## src/rtl/obstacle_spawner.sv

```systemverilog
// Obstacle spawn scheduler: waits a level-dependent, LFSR-jittered number of frames,
// picks cactus or bird, waits for that obstacle's slot to free up, then pulses its spawn line.
module obstacle_spawner #(
  parameter logic [15:0] LfsrSeed     = 16'hACE1,
  parameter int          MinGapFrames = 40,
  parameter int          MaxExtraGap  = 63,
  parameter int          BirdMinLevel = 2
) (
  input  logic       clk_i,
  input  logic       rst_i,
  input  logic       next_frame_i,
  input  logic       game_active_i,
  input  logic [2:0] level_i,
  input  logic       cactus_busy_i,
  input  logic       bird_busy_i,
  output logic       cactus_spawn_o,
  output logic       bird_spawn_o,
  output logic [7:0] rand_o
);

  // An all-zero seed would lock the LFSR, so it is substituted.
  localparam logic [15:0] Seed      = (LfsrSeed == 16'h0000) ? 16'h0001 : LfsrSeed;
  localparam logic [5:0]  ExtraMask = 6'(MaxExtraGap);
  localparam logic [8:0]  MinGap9   = 9'(MinGapFrames);
  localparam logic [3:0]  BirdLvl   = 4'(BirdMinLevel);

  typedef enum logic [2:0] {
    IDLE      = 3'd0,
    GAP       = 3'd1,
    CHOOSE    = 3'd2,
    WAIT_SLOT = 3'd3,
    SPAWN     = 3'd4
  } state_t;

  state_t      state_q, state_d;
  logic [15:0] lfsr_q, lfsr_d;
  logic [7:0]  gap_cnt_q, gap_cnt_d;
  logic        bird_sel_q, bird_sel_d;
  logic        cactus_spawn_q, cactus_spawn_d;
  logic        bird_spawn_q, bird_spawn_d;
  logic [7:0]  rand_q, rand_d;

  logic [8:0]  level_x4;
  logic [7:0]  gap_base;
  logic [7:0]  gap_load;
  logic        choose_bird;
  logic        spawn_now;

  assign lfsr_d = {1'b0, lfsr_q[15:1]} ^ (lfsr_q[0] ? 16'hB400 : 16'h0000);

  // Base gap shrinks by 4 frames per level but never below 16 frames.
  assign level_x4 = {4'b0000, level_i, 2'b00};
  always_comb begin
    gap_base = 8'd16;
    if (MinGap9 >= level_x4 + 9'd16) begin
      gap_base = 8'(MinGap9 - level_x4);
    end
  end
  assign gap_load    = gap_base + {2'b00, lfsr_q[5:0] & ExtraMask};
  assign choose_bird = ({1'b0, level_i} >= BirdLvl) && (lfsr_q[7:6] == 2'b11);

  always_comb begin
    state_d    = state_q;
    gap_cnt_d  = gap_cnt_q;
    bird_sel_d = bird_sel_q;
    case (state_q)
      IDLE: begin
        if (game_active_i) begin
          state_d   = GAP;
          gap_cnt_d = gap_load;
        end
      end
      GAP: begin
        if (next_frame_i) begin
          if (gap_cnt_q <= 8'd1) begin
            gap_cnt_d = 8'd0;
            state_d   = CHOOSE;
          end else begin
            gap_cnt_d = gap_cnt_q - 8'd1;
          end
        end
      end
      CHOOSE: begin
        bird_sel_d = choose_bird;
        if (choose_bird ? bird_busy_i : cactus_busy_i) state_d = WAIT_SLOT;
        else                                           state_d = SPAWN;
      end
      WAIT_SLOT: begin
        if (!(bird_sel_q ? bird_busy_i : cactus_busy_i)) state_d = SPAWN;
      end
      SPAWN: begin
        state_d   = GAP;
        gap_cnt_d = gap_load;
      end
      default: state_d = IDLE;
    endcase
    if (!game_active_i) begin
      state_d = IDLE;
    end
  end

  // Spawn pulses are registered on entry to SPAWN so they coincide with that state.
  assign spawn_now      = (state_d == SPAWN);
  assign cactus_spawn_d = spawn_now && !bird_sel_d;
  assign bird_spawn_d   = spawn_now && bird_sel_d;
  assign rand_d         = spawn_now ? lfsr_q[15:8] : rand_q;

  always_ff @(posedge clk_i) begin
    if (rst_i) begin
      state_q        <= IDLE;
      lfsr_q         <= Seed;
      gap_cnt_q      <= 8'd0;
      bird_sel_q     <= 1'b0;
      cactus_spawn_q <= 1'b0;
      bird_spawn_q   <= 1'b0;
      rand_q         <= 8'h00;
    end else begin
      state_q        <= state_d;
      lfsr_q         <= lfsr_d;
      gap_cnt_q      <= gap_cnt_d;
      bird_sel_q     <= bird_sel_d;
      cactus_spawn_q <= cactus_spawn_d;
      bird_spawn_q   <= bird_spawn_d;
      rand_q         <= rand_d;
    end
  end

  assign cactus_spawn_o = cactus_spawn_q;
  assign bird_spawn_o   = bird_spawn_q;
  assign rand_o         = rand_q;

endmodule

```

## config.mk

```make
export PLATFORM = sky130hd
export DESIGN_NAME = obstacle_spawner
export DESIGN_NICKNAME = d
export VERILOG_FILES = /design/src/rtl/obstacle_spawner.sv
export SDC_FILE = /design/constraint.sdc
export NUM_CORES = 1
export LEC_CHECK = 0
export BUFFER_PORTS_ARGS = -buffer_cell sky130_fd_sc_hd__buf_2
export CAP_MARGIN = 25
export CORE_MARGIN = 5
export CORE_UTILIZATION = 53
export CTS_CLUSTER_DIAMETER = 150
export CTS_CLUSTER_SIZE = 12
export DETAILED_ROUTE_END_ITERATION = 6
export PLACE_DENSITY = 0.73
export SYNTH_ARGS = -nofsm -noshare
export SYNTH_HDL_FRONTEND = slang
export SYNTH_SLANG_ARGS = --single-unit
```

## constraint.sdc

```tcl
create_clock -name clk_i -period 5.75 [get_ports clk_i]
set_input_delay 0.8625 -clock clk_i [delete_from_list [all_inputs] [get_ports clk_i]]
set_output_delay 0.8625 -clock clk_i [all_outputs]
set_load 0.01 [all_outputs]
```

=== Yosys cells after proc, flatten, opt, wreduce, memory -nomap -nowiden ===
Index checks and enable logic that the tools add are counted.
Widths: inputs -> output; s select.

* Bits in registers: 38
* Memories kept: 0
* Latch bits: 0
* Memory bits (writable): 0
* Memory bits (read-only): 0

* Reductions and logical operators: 8
* Bitwise operators: 1
* Shifts and indexed selects: 0
* Muxes and demuxes: 15
* $add $sub $neg: 4
* Equal/unequal tests: 8
* $lt $le $gt $ge: 3
* Multiply operators: 0
* Divide/modulo/power cells: 0

{| class="wikitable"
|+ Operators with widths
! cell !! number
|-
| $mux 8 || 4
|-
| $pmux 8 s3 || 1
|-
| $mux 16 || 1
|-
| $xor 15x16->16 || 1
|-
| $mux 3 || 5
|-
| $pmux 3 s4 || 1
|-
| $add 8x6->8 || 1
|-
| $le 8x1->1 const B || 1
|-
| $sub 8x1->8 const B || 1
|-
| $sub 6x5->7 const A || 1
|-
| $add 5x5->6 const B || 1
|-
| $eq 3x2->1 const B || 2
|-
| $eq 3x3->1 const B || 2
|-
| $ge 6x6->1 const A || 1
|-
| $ne 2x2->1 const B || 2
|-
| $eq 3x1->1 const B || 1
|-
| $ge 3x2->1 const B || 1
|-
| $logic_and 1x1->1 || 3
|-
| $logic_not 3->1 || 1
|-
| $mux 1 || 3
|-
| $reduce_and 3->1 || 1
|-
| $reduce_bool 3->1 || 1
|-
| $eq 2x2->1 const B || 1
|-
| $reduce_or 2->1 || 1
|-
| $logic_not 1->1 || 1
|}

=== Logic depth before layout (Yosys ltp) ===
* Depth in word-level cells: 8
* Mapped depth: 11
* Gate-level depth less buffers: 11

=== Worst setup path after synthesis ===
No wires, ideal clock.

* Path type: input port to flip-flop
* From: input port level_i[0]
* To: register gap_cnt_q[6]
* Data arrival time: 2.413 ns
* Slack: 3.262 ns
* Cell stages on the path: 11
* Path buffers: 0
* Library setup time: 0.075 ns
* Cells stage by stage: inv_1 > ha_1 > nand3b_1 > and2_1 > ha_1 > inv_1 > fa_1 > nor2b_1 > o21ai_0 > a221o_1 > o22ai_1

* Cells in the longest elaborated chain, start to end: 6
* Elaborated cells between the ends (all ways): 7

{| class="wikitable"
|+ RTL lines
! what !! line !! text
|-
| start, declared || 13 || <nowiki>input logic [2:0] level_i,</nowiki>
|-
| $add 5x5->6 || 55 || <nowiki>if (MinGap9 >= level_x4 + 9'd16) begin</nowiki>
|-
| $ge 6x6->1 || 55 ||
|-
| $mux 8 (*) || 55 ||
|-
| $add 8x6->8 (*) || 59 || <nowiki>assign gap_load = gap_base + {2'b00, lfsr_q[5:0] & ExtraMask};</nowiki>
|-
| $mux 8 || 68 || <nowiki>if (game_active_i) begin</nowiki>
|-
| $pmux 8 s3 (*) || 66 || <nowiki>case (state_q)</nowiki>
|-
| end signal, assigned || 120 || <nowiki>gap_cnt_q <= gap_cnt_d;</nowiki>
|-
| end, declared || 37 || <nowiki>logic [7:0] gap_cnt_q, gap_cnt_d;</nowiki>
|}

Mark *: on every way between the ends. The rest lies on a longest branch, timed or not. The select of a mux whose other input is x is not followed.
A chain may end at the register's enable or synchronous reset.

=== Worst setup path after layout ===
Ends and elaborated chain as after synthesis.

==> results by group <==
Die
  • Starting density of the core: 0.561
  • I/O pin total: 19
  • DIE AREA: between 4000 and 5000 um^2
  • Die Wd: 70.1 um
  • Area of the core: about 3400 um^2
  • Die height: around 70 um
  • Rows: 21

Timing
  • Final setup fails: 0
  • Final hold vios: 0
  • Final Skew: around 0.019 ns
  • Pins over their slew limit: 0
  • Measured slew at the worst slew-check pin: around 0.65 ns
  • Setup TNS: 0 ns
  • Max transition margin: 0.569
  • Final Cycle Share: 0.423
  • Fin Hold WS: between 0.4 and 0.5 ns
  • Fmax: a little over 0.4 GHz
  • Tmin final: ~2.4 ns
  • Unrepaired setup endpoints after global routing: false

Placement
  • Port bufs: 18
  • # placed instances: ~260
  • Final RePlAce weighted congestion: slightly below 0.9
  • Post-DP HPWL: around 2800 um

Power and ir drop
  • Pwr Total: approximately 0.00063 W
  • Clk pwr share: 0.367
  • Pwr/cell area: between 200 and 300 nW/um^2
  • Comb pwr share: 0.167
  • Leak: 0.860 nW
  • Int Power: ~0.00046 W
  • Switching share of power: 0.267
  • Flop pwr share: 0.465
  • VDD IR-drop max: about 190 uV
  • Switching power total: 0.000167 W

Detailed routing
  • Routed via count: 1,509
  • Routed length per instance: around 15 um
  • DR vias/cell: approximately 5.7
  • DRC: 0
  • Final WL: 3880 um
  • DRT iter0 DRCs: between 90 and 100
  • First-pass DRT Iterations: 4
  • Post-route ant nets: 0

CTS
  • Worst-path clk slew: approximately 0.13 ns
  • H-tree depth: 2
  • Clock Tree Buf Depth: 2
  • CTS-repair resized insts: 0
  • CTS Root Cell: clkbuf_4
  • Clk_lat worst skew: between 0.3 and 0.4 ns
  • Post-CTS setup buffer count: 0
  • Sink count of the clock tree: 38
  • CTS tree: yes
  • # hold bufs at CTS: 0
  • Num CTS Buffers: 5

Hold path
  • Worst Hold Depth: 1
  • Hold WC Path Type: flop to flop

Job
  • Max_cap viols: 0

Critical path
  • Critical Path End Type: flop
  • Critical Path Start Type: primary input
  • CP Max Fanout: 4
  • Critical path class: primary input to flop
  • R2R cell count: 5
  • Worst EP required: slightly above 6 ns
  • Arr. time, crit path: about 2.7 ns

Layout
  • Diode count: 0
  • Synth-to-layout area growth: 11.4%
  • Share of layout cells above drive strength 1: 0.182
  • Final Non-Filler Cells: 266
  • Fin nets: between 200 and 250
  • Fin util: 0.625

Synthesis
  • Yosys cell types: between 50 and 60
  • Syn Std Cell Area: between 1500 and 2000 um^2
  • Syn Inst Count: roughly 200
  • Syn_nets: 220
  • Ys flop type: dfxtp_1
  • Register area share after synthesis: 0.397
  • Mean area per synthesized cell: 9.48 um^2
  • Post-synth EDFFs: 0
  • Syn. warnings: 0
  • Fraction of registers with async set/reset: 0
  • Seq cells post-synth: 38

Global route
  • First-pass GRT wire length: between 6000 and 7000 um
  • Global Route Usage Sum: 0.173
  • Initial antenna violation count: 0
  • Gr ovfl total: 0
  • Pin count of the biggest net entering global routing: 44
  • Vias in the first global route: around 1,600

Outcome
  • Status: finished clean
## worst max-delay path, stage by stage
cell,delay [ns]
buf_2,0.12
inv_1,0.05
ha_1,0.15
nand3b_1,0.12
and2_1,0.15
ha_1,0.17
inv_1,0.06
fa_1,0.40
nor2b_1,0.12
o21ai_0,0.08
a221o_1,0.30
o22ai_1,0.14
## power by group through the flow
| stage | clock network, W | registers (W) | logic [W] |
|---|---|---|---|
| 2_1_floorplan | 0 | 0.000293 | 0.0000844 |
| 3_3_place_gp | 0 | 0.000296 | 0.0000995 |
| 3_5_place_dp | 0 | 0.000297 | 0.000104 |
| 4_1_cts | 0.000233 | 0.000291 | 0.000105 |
| 5_1_grt | 0.000247 | 0.000295 | 0.000119 |
| 6_report | 0.000230 | 0.000292 | 0.000105 |
## synth_stat cells (all sizes together), types with 2 or more instances
cell type	instances	area (um^2)
a211oi	3	37.5
a21o	2	15.0
a21oi	9	45.0
a221oi	2	17.5
a31oi	2	27.5
buf	5	27.5
clkbuf	4	15.0
dfxtp	38	761
ha	8	100
inv	9	33.8
mux2	3	33.8
mux2i	5	50.1
nand2	5	18.8
nand2b	20	125
nand3	4	20.0
nand3b	3	22.5
nand4	3	18.8
nor2	11	41.3
nor2b	10	62.6
nor3	3	20.0
nor3b	2	20.0
nor4	2	12.5
o21ai	9	45.0
o32ai	2	25.0
or2	8	50.1
or4	2	15.0
xnor2	4	35.0
## stage by stage
step | worst slack [ns] | area, um^2
global placement | 2.91 | 2020
CTS | 3.21 | 2130
finish | 3.32 | 2130
global route | 3.20 | 2130
detailed placement | 2.83 | 2020
floorplan | 3.26 | 1920
## metal layers
metal	part of all wire	GRT usage
met5	0	0
met1	0.42	0.200
met4	0.013	0.0553
met2	0.52	0.304
met3	0.049	0.0502
## sequential cells by signal (all words and copies together) (netlist names)
| register | count |
|---|---|
| cactus_spawn_o | 1 |
| state_q | 3 |
| rand_o | 8 |
| gap_cnt_q | 8 |
| lfsr_q | 16 |
| bird_spawn_o | 1 |
| bird_sel_q | 1 |
## layout make-up
cell class	instances	area (um^2)
Clock buffer	5	37.5
Clock inverter	3	68.8
Fill cell	304	1280
Inverter	9	33.8
Multi-Input combinational cell	146	1080
Sequential cell	38	761
Tap cell	46	57.6
Timing Repair Buffer	19	97.6
## kinds of logic after synthesis
kind of cell,Yosys count,share of synthesized area
multiplexers,8,0.0438
AO/OA/AOI/OAI,44,0.177
flip-flops,38,0.397
buffers and inverters,18,0.0398
XOR/XNOR,4,0.0183
adder cells (fa/ha/maj),9,0.0627
AND/OR/NAND/NOR,81,0.261
## final timing paths
path                   start      endpoint  slack (ns)
setup reg to reg  state_q[0]     rand_o[7]        3.75
hold reg to reg   lfsr_q[12]    lfsr_q[11]        0.46
hold / removal    lfsr_q[12]    lfsr_q[11]        0.46
setup / recovery  level_i[0]  gap_cnt_q[6]        3.32
## placed cells by master, fill, tap and decap left out, types with 2 or more instances in the layout
cell type and count:
dfxtp_1 38, nand2b_1 20, buf_2 18, nor2_1 11, nor2b_1 10, inv_1 9
a21oi_1 9, ha_1 8, o21ai_1 7, clkbuf_4 6, nand2_1 5, or2_2 5
mux2i_1 5, nand3_1 4, xnor2_1 4, nand3b_1 3, or2_1 3, nand4_1 3
mux2_1 3, a211oi_2 3, o21ai_0 2, a21o_1 2, nor4_1 2, nor3_1 2
or4_1 2, a221oi_1 2, bufinv_16 2
No activity file was read; power rests on OpenSTA's default activity.
